[src/rtl/screen_sequencer_pkg.sv]
`default_nettype none
// ============================================================================
// Module   : screen_pkg
// Purpose  : Shared definitions for the screen sequencer. Holds the state
//            codes, the state width and the number of selectable screens.
// Revision : 1.0 - initial release
// ============================================================================
package screen_pkg;

    localparam int STATE_W     = 3;
    localparam int NUM_SCREENS = 5;

    // State codes double as the per-screen VGA stream index.
    localparam logic [STATE_W-1:0] START = 3'd0;
    localparam logic [STATE_W-1:0] PLAY  = 3'd1;
    localparam logic [STATE_W-1:0] PAUSE = 3'd2;
    localparam logic [STATE_W-1:0] LOSE  = 3'd3;
    localparam logic [STATE_W-1:0] WIN   = 3'd4;

endpackage
`default_nettype wire

[src/rtl/screen_sequencer_key_edge.sv]
`default_nettype none
// ============================================================================
// Module   : key_edge
// Purpose  : Rising-edge detector for a keyboard level.
//            The delayed copy resets to 1, so a key that is already held
//            when reset releases gives no edge until it is released and
//            pressed again.
// Ports    : clk    - system clock
//            reset  - synchronous, active-high
//            i_key  - key level
//            o_rise - one-cycle pulse on a 0->1 transition of i_key
// Revision : 1.0 - initial release
// ============================================================================
module key_edge (
    input  logic clk,
    input  logic reset,
    input  logic i_key,
    output logic o_rise
);

    logic r_key_q;

    always_ff @(posedge clk) begin
        if (reset) begin
            r_key_q <= 1'b1;
        end else begin
            r_key_q <= i_key;
        end
    end

    assign o_rise = i_key & ~r_key_q;

endmodule
`default_nettype wire

[src/rtl/screen_sequencer.sv]
`default_nettype none
// ============================================================================
// Module   : screen_sequencer
// Purpose  : Game/screen controller. Runs the START/PLAY/PAUSE/LOSE/WIN flow
//            from edge-detected keys and the moles-screen win/lose levels,
//            optionally times result screens back to START, and registers
//            the VGA stream of the current screen onto the outputs.
// Ports    : clk, reset            - clock, synchronous active-high reset
//            key_space/esc/pause   - keyboard levels
//            win, lose             - levels from the moles screen
//            scr_hsync/vsync       - per-screen syncs, bit index = state code
//            scr_red/green/blue    - packed per-screen colours
//            hsync/vsync/red/green/blue - registered selected VGA stream
//            state                 - current state code
//            play_en               - high while in PLAY
//            play_clear            - one-cycle pulse on a fresh entry to PLAY
// Revision : 1.0 - initial release
// ============================================================================
module screen_sequencer
    import screen_pkg::*;
#(
    parameter int COLOR_W        = 4,
    parameter int RESULT_TIMEOUT = 0,
    parameter int PAUSE_EN       = 1
) (
    input  logic                           clk,
    input  logic                           reset,
    input  logic                           key_space,
    input  logic                           key_esc,
    input  logic                           key_pause,
    input  logic                           win,
    input  logic                           lose,
    input  logic [NUM_SCREENS-1:0]         scr_hsync,
    input  logic [NUM_SCREENS-1:0]         scr_vsync,
    input  logic [NUM_SCREENS*COLOR_W-1:0] scr_red,
    input  logic [NUM_SCREENS*COLOR_W-1:0] scr_green,
    input  logic [NUM_SCREENS*COLOR_W-1:0] scr_blue,
    output logic                           hsync,
    output logic                           vsync,
    output logic [COLOR_W-1:0]             red,
    output logic [COLOR_W-1:0]             green,
    output logic [COLOR_W-1:0]             blue,
    output logic [STATE_W-1:0]             state,
    output logic                           play_en,
    output logic                           play_clear
);

    // Counter only has to reach RESULT_TIMEOUT-1; keep at least one bit.
    localparam int CNT_W = (RESULT_TIMEOUT > 1) ? $clog2(RESULT_TIMEOUT + 1) : 1;

    logic               w_space_rise;
    logic               w_esc_rise;
    logic               w_pause_rise;
    logic               w_pause_ok;
    logic               w_timeout;
    logic               w_fresh_play;

    logic [STATE_W-1:0] r_state;
    logic [STATE_W-1:0] w_next_state;
    logic               r_play_clear;
    logic [CNT_W-1:0]   r_cnt;

    logic               w_sel_hsync;
    logic               w_sel_vsync;
    logic [COLOR_W-1:0] w_sel_red;
    logic [COLOR_W-1:0] w_sel_green;
    logic [COLOR_W-1:0] w_sel_blue;

    logic               r_hsync;
    logic               r_vsync;
    logic [COLOR_W-1:0] r_red;
    logic [COLOR_W-1:0] r_green;
    logic [COLOR_W-1:0] r_blue;

    // ------------------------------------------------------------------
    // Key edge detectors
    // ------------------------------------------------------------------
    key_edge u_space_edge (
        .clk    (clk),
        .reset  (reset),
        .i_key  (key_space),
        .o_rise (w_space_rise)
    );

    key_edge u_esc_edge (
        .clk    (clk),
        .reset  (reset),
        .i_key  (key_esc),
        .o_rise (w_esc_rise)
    );

    key_edge u_pause_edge (
        .clk    (clk),
        .reset  (reset),
        .i_key  (key_pause),
        .o_rise (w_pause_rise)
    );

    assign w_pause_ok = (PAUSE_EN != 0);

    // ------------------------------------------------------------------
    // Result-screen timeout
    // ------------------------------------------------------------------
    generate
        if (RESULT_TIMEOUT != 0) begin : g_timeout_on
            assign w_timeout = (r_cnt == CNT_W'(RESULT_TIMEOUT - 1));
        end else begin : g_timeout_off
            assign w_timeout = 1'b0;
        end
    endgenerate

    // ------------------------------------------------------------------
    // FSM: state register
    // play_clear is registered with the state so it is high in exactly
    // the first cycle that state reads PLAY after a fresh start.
    // ------------------------------------------------------------------
    always_ff @(posedge clk) begin
        if (reset) begin
            r_state      <= START;
            r_play_clear <= 1'b0;
        end else begin
            r_state      <= w_next_state;
            r_play_clear <= w_fresh_play;
        end
    end

    // ------------------------------------------------------------------
    // FSM: next-state logic (priority follows if/else order)
    // ------------------------------------------------------------------
    always_comb begin
        w_next_state = r_state;
        case (r_state)
            START: begin
                if (w_space_rise) w_next_state = PLAY;
            end
            PLAY: begin
                if (win)                             w_next_state = WIN;
                else if (lose)                       w_next_state = LOSE;
                else if (w_esc_rise)                 w_next_state = START;
                else if (w_pause_rise && w_pause_ok) w_next_state = PAUSE;
            end
            PAUSE: begin
                if (w_esc_rise)                        w_next_state = START;
                else if (w_pause_rise || w_space_rise) w_next_state = PLAY;
            end
            LOSE, WIN: begin
                if (w_esc_rise)        w_next_state = START;
                else if (w_space_rise) w_next_state = PLAY;
                else if (w_timeout)    w_next_state = START;
            end
            default: w_next_state = START;
        endcase
    end

    // Resuming from PAUSE keeps the board; every other entry clears it.
    assign w_fresh_play = (w_next_state == PLAY) &&
                          ((r_state == START) || (r_state == LOSE) || (r_state == WIN));

    // ------------------------------------------------------------------
    // FSM: outputs
    // ------------------------------------------------------------------
    always_comb begin
        play_en    = (r_state == PLAY);
        play_clear = r_play_clear;
    end

    assign state = r_state;

    // ------------------------------------------------------------------
    // Timeout counter: runs only while a result screen is held.
    // ------------------------------------------------------------------
    always_ff @(posedge clk) begin
        if (reset) begin
            r_cnt <= '0;
        end else if (w_next_state != r_state) begin
            r_cnt <= '0;
        end else if ((r_state == LOSE) || (r_state == WIN)) begin
            r_cnt <= r_cnt + CNT_W'(1);
        end else begin
            r_cnt <= '0;
        end
    end

    // ------------------------------------------------------------------
    // VGA stream select; illegal codes fall through to screen 0.
    // ------------------------------------------------------------------
    always_comb begin
        w_sel_hsync = scr_hsync[0];
        w_sel_vsync = scr_vsync[0];
        w_sel_red   = scr_red[COLOR_W-1:0];
        w_sel_green = scr_green[COLOR_W-1:0];
        w_sel_blue  = scr_blue[COLOR_W-1:0];
        for (int i = 1; i < NUM_SCREENS; i++) begin
            if (r_state == STATE_W'(i)) begin
                w_sel_hsync = scr_hsync[i];
                w_sel_vsync = scr_vsync[i];
                w_sel_red   = scr_red[i*COLOR_W +: COLOR_W];
                w_sel_green = scr_green[i*COLOR_W +: COLOR_W];
                w_sel_blue  = scr_blue[i*COLOR_W +: COLOR_W];
            end
        end
    end

    always_ff @(posedge clk) begin
        if (reset) begin
            r_hsync <= 1'b1;
            r_vsync <= 1'b1;
            r_red   <= '0;
            r_green <= '0;
            r_blue  <= '0;
        end else begin
            r_hsync <= w_sel_hsync;
            r_vsync <= w_sel_vsync;
            r_red   <= w_sel_red;
            r_green <= w_sel_green;
            r_blue  <= w_sel_blue;
        end
    end

    assign hsync = r_hsync;
    assign vsync = r_vsync;
    assign red   = r_red;
    assign green = r_green;
    assign blue  = r_blue;

endmodule
`default_nettype wire

[config.mk]
export PLATFORM = sky130hd
export DESIGN_NAME = screen_sequencer
export DESIGN_NICKNAME = d
export VERILOG_FILES = /design/src/rtl/screen_sequencer_pkg.sv /design/src/rtl/screen_sequencer_key_edge.sv /design/src/rtl/screen_sequencer.sv
export SDC_FILE = /design/constraint.sdc
export NUM_CORES = 1
export LEC_CHECK = 0
export ABC_CLOCK_PERIOD_IN_PS = 1800
export CAP_MARGIN = 20
export CORE_MARGIN = 2
export CORE_UTILIZATION = 34
export DETAILED_ROUTE_END_ITERATION = 8
export GPL_TIMING_DRIVEN = 1
export PLACE_DENSITY = 0.72
export RECOVER_POWER = 25
export SLEW_MARGIN = 5
export SYNTH_ARGS = -nofsm -noshare
export SYNTH_HDL_FRONTEND = slang
export SYNTH_SLANG_ARGS = --single-unit
[constraint.sdc]
create_clock -name clk -period 1.8 [get_ports clk]
set_clock_uncertainty 0.15 [all_clocks]
set_input_delay 0.18 -clock clk [delete_from_list [all_inputs] [get_ports clk]]
set_output_delay 0.18 -clock clk [all_outputs]
set_load 0.01 [all_outputs]
==> flow_metrics.py <==
metrics = {
    "die": {
        "ios": 96,
        "coreArea_um2": 4790,
        "die_h_um": 74.9,
        "core.rowCount": 25,
        "initial_core_util_pct": 35.7,
        "die_w_um": 74.9,
        "die_area_um2": 5600,
    },
    "sta": {
        "hold_violations": 0,
        "finalCritPeriodShare_pct": 96.5,
        "worst_pin_slew_ns": 0.511,
        "setup_viol": 0,
        "min_period_ns": 1.74,
        "slew_violations": 0,
        "finalSetupTns_ns": 0,
        "rsz0062_at_grt": "no",
        "fmax_ghz": 0.576,
        "slew-limit-headroom_pct": 65.9,
    },
    "setup_path": {
        "required_ns": 1.47,
        "endpoint": "state[0]",
        "worstPathMaxFanout": 23,
        "crit_arrival_ns": 1.41,
        "rrSetupSlack_ns": 0.11,
        "reg2reg_from": "state[1]",
        "start_kind": "flip-flop",
        "setup.worst_path.start": "state[0]",
        "cp-end-kind": "primary output",
        "critPathKind": "flip-flop to primary output",
        "r2r_cells": 7,
        "rr_endpoint": "blue[3]",
    },
    "placed_design": {
        "gp_congestion": 0.838,
        "dpl.hpwl_um": 3650,
        "placed_area_um2": 2720,
        "numPortBuffers": 95,
        "dp_cells": 336,
    },
    "grt": {
        "antenna_found_initial": 0,
        "grtUsageTotal_pct": 18.1,
        "grt_pass1_wl_um": 7860,
        "grt_max_degree": 24,
        "grt_pass1_vias": 1644,
        "grt_overflow": 0,
    },
    "power_and_ir_drop": {
        "p_int_mw": 1.11,
        "p_sw_mw": 0.496,
        "ir_worst_vdd_mv": 0.260,
        "pwr-share-clk_pct": 20.7,
        "total_leakage_power_nw": 1.07,
        "switching_share_pct": 30.9,
        "pwr-share-seq_pct": 33.6,
        "power_density_nw_per_um2": 576,
        "p_comb_share_pct": 45.8,
    },
    "clocking": {
        "cts_root_buffer": "clkbuf_8",
        "tritoncts": "built",
        "ctsHoldBuffers": 0,
        "clk_pin_slew_ns": 0.09,
        "htree_num_levels": 1,
        "cts.path.max_buffers": 2,
        "cts_sinks": 21,
        "worst_skew_pair.late_latency_ns": 0.27,
        "cts_buffers": 3,
    },
    "layout": {
        "fin_area_um2": 2790,
        "area_delta_synth_final_pct": 63.5,
        "diodes": 0,
        "final_cells": 342,
        "nFillCells": 435,
        "final_nets": 353,
        "final_common_cell": "clkdlybuf4s50_1",
        "drive_gt1_share_pct": 25.5,
        "final_cell_mix": "clkdlybuf4s50_1, nor3_1, dfxtp_1",
    },
    "drt": {
        "routed_wirelength_um": 4990,
        "routed_via_density": 4.99,
        "dr.pass1.iters": 4,
        "wl_per_cell_um": 14.6,
        "dr_total_vias": 1705,
        "first_iter_violations": 81,
        "route.detailed.drc": 0,
        "ant_nets": 0,
    },
    "min_path": {
        "hold_class": "input pin to flip-flop",
    },
    "yosys": {
        "syn_inst": 178,
        "synthDistinctLibCells": 38,
        "synth_nets": 255,
        "ys_seq_elements": 21,
        "synth_area_um2": 1710,
        "yosys_warnings": 0,
        "seq_area_frac_synth_pct": 24.6,
        "synth_area_per_cell_um2": 9.59,
    },
    "outcome": {
        "status": "complete, no violations",
    },
    "run": {
        "cap_viol_max_count": 0,
    },
}
[power groups by stage]
| stage | registers, mW | logic (mW) | clock network [mW] |
|---|---|---|---|
| floorplan | 0.574 | 0.375 | 0 |
| global placement | 0.555 | 0.731 | 0 |
| detailed placement | 0.554 | 0.736 | 0 |
| CTS | 0.544 | 0.741 | 0.341 |
| global route | 0.546 | 0.793 | 0.364 |
| finish | 0.539 | 0.735 | 0.332 |
[metal layers]
metal	wire length, µm	vias up	global-route usage, %
met5	0	-	0
met4	77	0	3.97
met3	379	8	3.88
met2	2340	70	29.8
met1	2200	769	24.3
li1	-	858	-
[metrics by stage]
step           hold WS [ns]  util (%)  worst slack, ns  power [mW]
5_1_grt               0.347      58.3           0.0131        1.70
3_3_place_gp          0.485      56.9            0.123        1.29
3_5_place_dp          0.495      56.9            0.128        1.29
4_1_cts               0.340      58.0          0.00881        1.63
2_1_floorplan         0.134         -            0.269       0.949
6_report              0.336      58.3           0.0624        1.61
[worst max-delay path: stages, from the launching register on]
cell and delay [ns]:
dfxtp_1 0.38, buf_12 0.19, clkdlybuf4s50_1 0.56
[synth_stat cells, drive strengths merged]
cell      n  share of area (%)
o211a     1               0.59
o211ai    1               0.44
nor2b     5                1.8
dfxtp    21                 25
o21ai     3               0.88
and4bb    1               0.73
nand2b   16                7.2
nand2     4               0.88
o2111ai   1               0.51
and4      1               0.51
a22o      2                1.0
a22oi     1               0.44
a32oi     1               0.51
or3       1               0.37
a31oi     2               0.73
a221oi   13                 11
a21boi    2               0.88
mux2i     3                1.8
mux2     12                 10
a21oi     5                1.7
inv       1               0.22
nor2     17                3.7
or2       4                1.5
buf      17                9.0
clkbuf    2               0.44
a211oi   14                9.4
nor3     27                9.1
[final cells by class]
cell class	instances	area, µm²	area share, %
multi-input cells	137	1130	40.4
well taps	67	83.8	3.00
inverters	1	3.75	0.135
clock inverters	1	5.00	0.179
flip-flops and latches	21	425	15.2
repair buffers	112	1100	39.5
clock buffers	3	41.3	1.48
[logic make-up after synthesis]
kind of cell           count (synthesis)  synth area share [%]
muxes                                 15                  12.1
buffers and inverters                 20                  9.68
AOI/OAI and AO/OA                     46                  27.8
and+or+nand+nor                       76                  25.8
DFF                                   21                  24.6
[how the worst min path moves through the flow]
stage                  start              endpoint  slack [ns]  cells past startpoint
6_report         scr_red[19]                red[3]        0.34                      3
4_1_cts          scr_red[17]                red[1]        0.34                      3
3_3_place_gp        state[0]                 vsync        0.48                      3
5_1_grt        scr_green[19]              green[3]        0.35                      3
3_5_place_dp        state[0]                 vsync        0.50                      3
2_1_floorplan      key_space  u_space_edge.r_key_q        0.13                      1
[registers in the layout, summed over array words and instances (netlist names)]
signal and flops:
blue 4, green 4, red 4, state 3, hsync 1, play_clear 1
u_esc_edge.r_key_q 1, u_pause_edge.r_key_q 1, u_space_edge.r_key_q 1, vsync 1
[repair_timing]
item	in CTS	in global routing
resized for setup	3	0
setup endpoints to repair	2	1
buffers inserted	0	2
No activity file was read; power rests on OpenSTA's default activity.
